### config.mk
export PLATFORM = sky130hd
export DESIGN_NAME = msg_block_buffer_flat
export DESIGN_NICKNAME = d
export VERILOG_FILES = /design/src/rtl/msg_block_buffer_if.sv /design/src/rtl/msg_block_buffer.sv /design/src/flat_wrapper.sv
export SDC_FILE = /design/constraint.sdc
export NUM_CORES = 2
export LEC_CHECK = 0
export ABC_AREA = 0
export CAP_MARGIN = 20
export CELL_PAD_IN_SITES_DETAIL_PLACEMENT = 0
export CELL_PAD_IN_SITES_GLOBAL_PLACEMENT = 1
export CORE_MARGIN = 2
export CORE_UTILIZATION = 30
export CTS_BUF_LIST = sky130_fd_sc_hd__clkbuf_8
export DETAILED_ROUTE_END_ITERATION = 6
export GPL_TIMING_DRIVEN = 0
export PLACE_DENSITY = 0.83
export SKIP_LAST_GASP = 1
export SLEW_MARGIN = 10
export SYNTH_ARGS = -nofsm -noshare
export SYNTH_HDL_FRONTEND = slang
export SYNTH_SLANG_ARGS = --single-unit
### constraint.sdc
create_clock -name clk -period 5.13 [get_ports clk]
set_input_delay 1.539 -clock clk [delete_from_list [all_inputs] [get_ports clk]]
set_output_delay 1.539 -clock clk [all_outputs]
set_load 0.1 [all_outputs]
### src/rtl/msg_block_buffer_if.sv
// msg_block_buffer_if
//   Bundles the two handshakes around the BLAKE2s message block buffer:
//   the byte stream arriving from the I/O interface's block-data stage and
//   the 64-byte block handed to the compression core.
//   Ports (as seen by the buffer, modport slave):
//     data_v_i, data_i, data_idx_i      - message byte, valid, lane 0..63
//     block_first_i, block_last_i       - block position within the message
//     kk_i, ll_i                        - key length and message length
//     ready_o                           - buffer accepts bytes
//     block_v_o, block_ready_i          - block handshake to compression
//     m_o, t_o, first_o, last_o         - presented block and its metadata
//     overrun_o                         - sticky: byte arrived while not ready
//   modport master is the opposite view, used by whoever drives the buffer.
interface msg_block_buffer_if #(
   parameter int TW = 64
);
   logic          data_v_i;
   logic [7:0]    data_i;
   logic [5:0]    data_idx_i;
   logic          block_first_i;
   logic          block_last_i;
   logic [5:0]    kk_i;
   logic [TW-1:0] ll_i;
   logic          ready_o;
   logic          block_v_o;
   logic          block_ready_i;
   logic [511:0]  m_o;
   logic [TW-1:0] t_o;
   logic          first_o;
   logic          last_o;
   logic          overrun_o;

   modport slave (
      input  data_v_i, data_i, data_idx_i, block_first_i, block_last_i,
      input  kk_i, ll_i, block_ready_i,
      output ready_o, block_v_o, m_o, t_o, first_o, last_o, overrun_o
   );

   modport master (
      output data_v_i, data_i, data_idx_i, block_first_i, block_last_i,
      output kk_i, ll_i, block_ready_i,
      input  ready_o, block_v_o, m_o, t_o, first_o, last_o, overrun_o
   );
endinterface

### src/rtl/msg_block_buffer.sv
// msg_block_buffer
//   Assembles the byte stream from the I/O interface into 64-byte BLAKE2s
//   message blocks, keeps the running byte counter t and presents each
//   completed block to the compression core with a valid/ready handshake.
//   Ports:
//     clk     - clock
//     nreset  - synchronous active-low reset
//     bus     - msg_block_buffer_if.slave (byte input, block output, status)
//   Two states: FILL accepts bytes (ready_o=1); HOLD presents a finished
//   block (block_v_o=1) until the core takes it.  All outputs are registers.
module msg_block_buffer #(
   parameter int TW = 64
) (
   input  logic                  clk,
   input  logic                  nreset,
   msg_block_buffer_if.slave     bus
);

   typedef enum logic [0:0] {
      ST_FILL = 1'b0,
      ST_HOLD = 1'b1
   } state_t;

   localparam logic [TW-1:0] T_ONE     = TW'(1);
   localparam logic [TW-1:0] T_ZERO    = TW'(0);
   // the key block always counts as a full 64 bytes of t
   localparam logic [TW-1:0] KEY_BYTES = TW'(64);

   state_t         state_r;
   state_t         state_next_s;
   logic           ready_r;
   logic           block_v_r;
   logic [511:0]   m_r;
   logic [511:0]   m_next_s;
   logic [TW-1:0]  t_r;
   logic [TW-1:0]  t_o_r;
   logic           first_r;
   logic           last_r;
   logic           overrun_r;

   logic           accept_s;
   logic           overrun_s;
   logic [TW-1:0]  t_new_s;
   logic [TW-1:0]  total_s;
   logic           at_total_s;
   logic           complete_s;

   // byte acceptance, counter update and block completion decode
   always_comb begin
      accept_s   = 1'b0;
      overrun_s  = 1'b0;
      t_new_s    = t_r;
      total_s    = bus.ll_i;
      at_total_s = 1'b0;
      complete_s = 1'b0;

      accept_s  = bus.data_v_i & (state_r == ST_FILL);
      // a byte offered while a block is held is lost, including the handoff cycle
      overrun_s = bus.data_v_i & (state_r == ST_HOLD);

      if ((bus.data_idx_i == 6'd0) && bus.block_first_i) begin
         t_new_s = T_ONE;
      end else begin
         t_new_s = t_r + T_ONE;
      end

      if (bus.kk_i != 6'd0) begin
         total_s = bus.ll_i + KEY_BYTES;
      end else begin
         total_s = bus.ll_i + T_ZERO;
      end

      at_total_s = bus.block_last_i & (t_new_s == total_s);
      complete_s = accept_s & ((bus.data_idx_i == 6'd63) | at_total_s);
   end

   // next-state logic for the fill/hold handshake
   always_comb begin
      state_next_s = state_r;
      case (state_r)
         ST_FILL: begin
            if (complete_s) begin
               state_next_s = ST_HOLD;
            end else begin
               state_next_s = ST_FILL;
            end
         end
         ST_HOLD: begin
            if (bus.block_ready_i) begin
               state_next_s = ST_FILL;
            end else begin
               state_next_s = ST_HOLD;
            end
         end
         default: begin
            state_next_s = ST_FILL;
         end
      endcase
   end

   // next buffer contents: lane 0 restarts the block with all other lanes zeroed
   always_comb begin
      m_next_s = m_r;
      if (accept_s) begin
         if (bus.data_idx_i == 6'd0) begin
            m_next_s       = 512'd0;
            m_next_s[7:0]  = bus.data_i;
         end else begin
            m_next_s[{bus.data_idx_i, 3'b000} +: 8] = bus.data_i;
         end
      end else begin
         m_next_s = m_r;
      end
   end

   // state, buffer, counter and output registers
   always_ff @(posedge clk) begin
      if (!nreset) begin
         state_r   <= ST_FILL;
         ready_r   <= 1'b1;
         block_v_r <= 1'b0;
         m_r       <= 512'd0;
         t_r       <= T_ZERO;
         t_o_r     <= T_ZERO;
         first_r   <= 1'b0;
         last_r    <= 1'b0;
         overrun_r <= 1'b0;
      end else begin
         state_r   <= state_next_s;
         ready_r   <= (state_next_s == ST_FILL);
         block_v_r <= (state_next_s == ST_HOLD);
         m_r       <= m_next_s;
         if (accept_s) begin
            t_r <= t_new_s;
         end
         if (complete_s) begin
            t_o_r   <= t_new_s;
            first_r <= bus.block_first_i;
            last_r  <= at_total_s;
         end
         if (overrun_s) begin
            overrun_r <= 1'b1;
         end
      end
   end

   assign bus.ready_o   = ready_r;
   assign bus.block_v_o = block_v_r;
   assign bus.m_o       = m_r;
   assign bus.t_o       = t_o_r;
   assign bus.first_o   = first_r;
   assign bus.last_o    = last_r;
   assign bus.overrun_o = overrun_r;

endmodule
### src/flat_wrapper.sv
// flat-port wrapper written by rule: the top's interface ports become plain ports
module msg_block_buffer_flat 
#(
   parameter int TW = 64
)
  (clk, nreset, bus_data_v_i, bus_data_i, bus_data_idx_i, bus_block_first_i, bus_block_last_i, bus_kk_i, bus_ll_i, bus_block_ready_i, bus_ready_o, bus_block_v_o, bus_m_o, bus_t_o, bus_first_o, bus_last_o, bus_overrun_o);
  msg_block_buffer_if #(.TW(TW)) bus_i ();
  input  logic clk;
  input  logic nreset;
  input wire logic [$bits(bus_i.data_v_i)-1:0] bus_data_v_i;
  input wire logic [$bits(bus_i.data_i)-1:0] bus_data_i;
  input wire logic [$bits(bus_i.data_idx_i)-1:0] bus_data_idx_i;
  input wire logic [$bits(bus_i.block_first_i)-1:0] bus_block_first_i;
  input wire logic [$bits(bus_i.block_last_i)-1:0] bus_block_last_i;
  input wire logic [$bits(bus_i.kk_i)-1:0] bus_kk_i;
  input wire logic [$bits(bus_i.ll_i)-1:0] bus_ll_i;
  input wire logic [$bits(bus_i.block_ready_i)-1:0] bus_block_ready_i;
  output wire logic [$bits(bus_i.ready_o)-1:0] bus_ready_o;
  output wire logic [$bits(bus_i.block_v_o)-1:0] bus_block_v_o;
  output wire logic [$bits(bus_i.m_o)-1:0] bus_m_o;
  output wire logic [$bits(bus_i.t_o)-1:0] bus_t_o;
  output wire logic [$bits(bus_i.first_o)-1:0] bus_first_o;
  output wire logic [$bits(bus_i.last_o)-1:0] bus_last_o;
  output wire logic [$bits(bus_i.overrun_o)-1:0] bus_overrun_o;
  assign bus_i.data_v_i = bus_data_v_i;
  assign bus_i.data_i = bus_data_i;
  assign bus_i.data_idx_i = bus_data_idx_i;
  assign bus_i.block_first_i = bus_block_first_i;
  assign bus_i.block_last_i = bus_block_last_i;
  assign bus_i.kk_i = bus_kk_i;
  assign bus_i.ll_i = bus_ll_i;
  assign bus_i.block_ready_i = bus_block_ready_i;
  assign bus_ready_o = bus_i.ready_o;
  assign bus_block_v_o = bus_i.block_v_o;
  assign bus_m_o = bus_i.m_o;
  assign bus_t_o = bus_i.t_o;
  assign bus_first_o = bus_i.first_o;
  assign bus_last_o = bus_i.last_o;
  assign bus_overrun_o = bus_i.overrun_o;
  msg_block_buffer #(.TW(TW)) u_core (.clk(clk), .nreset(nreset), .bus(bus_i));
endmodule
==> results by group <==
Critical path
  • Critical path's slowest cell: or4_1
  • Worst path max stage delay: 0.75 ns
  • Crit Path Class: input pin to flip-flop
  • Setup crit end kind: flip-flop
  • Flop2flop setup slack: 0.14 ns
  • CP Launch Type: input pin
  • Arr. time, crit path: 5.67 ns
  • CP Data Required Time: 5.74 ns
  • CP cell instances: clkdlybuf4s50_1 > and4_1 > nand4_1 > or4_1 > or2_2 > nor3_1 > xnor2_1 > xnor2_1 > nor4_1 > nand4_1 > buf_4 > buf_4 > nand2_1 > o21ai_0
  • CP max FO: 9

Logic synthesis
  • Synth Cell Area: 28000 um^2
  • Synthesis-stage register bit count: 645
  • Synth Area in Compound Gates: 15.8%
  • Adder-cell share of the synthesized area: 0.179%
  • Syn Nets: 3811
  • Post-synth EDFFs: 0
  • Yosys top cell area share: 46.1%
  • Largest family of logic cells by synthesized area: simple AND/OR/NAND/NOR gates
  • Synth Instances: 3717
  • Synth cell count leaders: nand2_1, dfxtp_1, a21oi_1
  • Seq/Total Area, Yosys: 46.1%
  • Prevailing post-synth register cell: dfxtp_1
  • Asr flop ratio synth: 0%
  • Post-synth top area cell: dfxtp_1
  • Netlist cell types: 66
  • Syn avg cell area: 7.53 um^2
  • Synth Area in XOR/XNOR: 3.72%
  • Synth warn: 0
  • Most frequent cell after synthesis: nand2_1
  • Simple-Gate Fraction of Synth Area: 29.5%
  • Post-synthesis mux area share: 0.474%
  • Top cells by area, synth: dfxtp_1, a21oi_1, nand3_1

Floorplanning
  • Ports: 671
  • FP Rows: 112
  • Die Y: 309 um
  • DIE WIDTH: 309 um
  • Core Region: 92900 um^2
  • DIE AREA: 95800 um^2
  • Initial Util: 30.1%

Timing
  • Hold Fails Final Rpt: 0
  • Final TNS setup: 0 ns
  • Setup WS post-layout: 0.0705 ns
  • Period utilization: 98.6%
  • RSZ-0062 raised after global routing: no
  • Max Slew Vio Count: 0
  • Fmax: 198 MHz
  • Max-slew headroom: 20.8%
  • Worst Tran Pin Value: 1.18 ns
  • Final worst path period need: 5.06 ns
  • Clock skew: 0.0408 ns
  • Final setup vio count: 0

GRT
  • GRT Total Usage: 28.4%
  • Pin count of the biggest net entering global routing: 16
  • First-pass GRT wire length: 201 mm
  • Grt total ovfl: 0
  • Vias in the first global route: 29300
  • Initial antenna violation count: 9

Clock tree
  • Clk_lat worst skew: 0.77 ns
  • CTS Buffer Depth: 3
  • Clk Tree Root Cell: clkbuf_8
  • Number of CTS-inserted buffers: 110
  • CTS tree: built
  • Total number of clock tree sinks: 645
  • Clk slew on worst S/H paths: 0.06 ns
  • CTS H-tree depth: 3

Power
  • Power Density: 280 nW/um^2
  • Peak supply drop: 197 uV
  • Leakage: 12.3 nW

Final layout
  • Share of layout cells above drive strength 1: 5.69%
  • Post-layout nets: 4599
  • Area Growth Syn to Fin: 39.2%

Routing
  • Drt drc: 0
  • Final ANT Viol Nets: 0
  • Avg WL per Cell: 24.4 um
  • DRT iter0 DRCs: 2881
  • Vias per inst: 5.39
  • Final wirelength: 143 mm
  • Pre-antenna DRT Iters: 6
  • Via Count: 31500

Worst hold path
  • Worst min-delay path class: flip-flop to flip-flop

Run status
  • Status: complete, no violations

Place
  • Worst slack, placed: -2.77 ns
  • GPL Wtd Cong: 0.975
  • IO Port Bufs: 662
  • DPL Wire Length: 107 mm

Job
  • Max-cap violations: 0
what timing repair did:
| item | CTS | global route |
|---|---|---|
| setup buffers | 2 | 2 |
| pin swaps | 2 | 8 |
| hold buffers | 0 | 0 |
| gates resized for setup | 41 | 26 |
| endpoints found under the setup margin | 152 | 67 |
metal layers:
layer,global-route usage (%),part of all wire (%),up-vias
li1,-,-,14600
met1,34.8,39,15200
met2,46.3,46,1501
met3,8.13,9.9,308
met4,12.6,4.9,4
met5,0,0.019,-
worst max-delay path: cells and delay by family:
family                    cells  cell delay [ns]
and+or+nand+nor               8             2.79
buffers and inverters         3             0.90
xor gates and xnor gates      2             0.28
AOI/OAI and AO/OA             1             0.16
cell families (layout without fill, tap and decap cells):
kind of cell / count (synthesis) / count (layout)
AOI/OAI and AO/OA: 824 / 824
xor gates and xnor gates: 119 / 119
adders and majority gates: 4 / 4
buffers and inverters: 297 / 1169
DFF: 645 / 645
muxes: 13 / 13
other: 0 / 4
and+or+nand+nor: 1815 / 1815
final cells by class:
class                      instances  area, um^2
timing repair buffer             678        6850
buffer                           274        1130
multi-input combinational       2775       14000
clock buffer                     140        1930
fill                            9460       54000
tap                             1254        1570
sequential                       645       12900
clock inverter                    56         432
inverter                          21        78.8
antenna                            4        10.0
metrics by stage:
stage	hold WS [ns]	total power, mW	area, um^2	utilization (%)	cells
after floorplan	0.441	5.60	28000	-	3717
after global placement	0.447	5.96	36200	38.9	5633
after detailed placement	0.452	5.97	36400	39.1	5643
after CTS	0.460	10.9	38800	41.8	5840
after global routing	0.479	11.2	38900	41.9	5845
final	0.461	10.9	38900	41.9	5847
worst paths after layout:
path,depth (start not counted),startpoint,to
worst max register to register,14,u_core.t_r[0]$_SDFFE_PN0P_,u_core.bus.ready_o$_SDFF_PN1_
worst max-delay path,14,bus_ll_i[38],u_core.bus.ready_o$_SDFF_PN1_
worst min-delay path,2,u_core.bus.t_o[2]$_SDFFE_PN0P_,u_core.bus.t_o[2]$_SDFFE_PN0P_
worst min register to register,2,u_core.bus.t_o[2]$_SDFFE_PN0P_,u_core.bus.t_o[2]$_SDFFE_PN0P_
cell usage in the layout, fill, tap and decap left out, types with 8 or more instances in the layout:
cell / count
buf_2: 12
xor2_1: 37
nor4_1: 37
nand4_1: 56
buf_4: 15
buf_12: 8
inv_1: 48
and4_1: 16
a31oi_1: 67
or4_1: 21
clkdlybuf4s50_1: 659
o21ai_1: 49
buf_1: 26
clkbuf_1: 215
nor3_1: 43
nand2_1: 703
nand3_1: 553
o31ai_1: 13
clkinv_2: 14
a21oi_1: 597
xnor2_1: 82
and2_1: 12
clkbuf_8: 141
dfxtp_1: 645
nand2b_1: 10
and3_1: 13
mux2i_1: 9
o21ai_0: 43
nor2_1: 282
or3_1: 27
sequential cells by signal, indices dropped and copies added, names as in the netlist:
register and count:
u_core.t_r 64, u_core.bus.last_o 1, u_core.state_r 1, u_core.bus.t_o 64
u_core.bus.m_o 512, u_core.bus.overrun_o 1, u_core.bus.ready_o 1, u_core.bus.first_o 1
power breakdown:
part / leakage [nW] / switching [mW] / internal [mW]
clock: 1.33 / 2.28 / 2.75
sequential: 5.19 / 0.0167 / 5.03
combinational: 5.76 / 0.627 / 0.198
total: 12.3 / 2.92 / 7.98
Power figures use the tool's default switching activity.
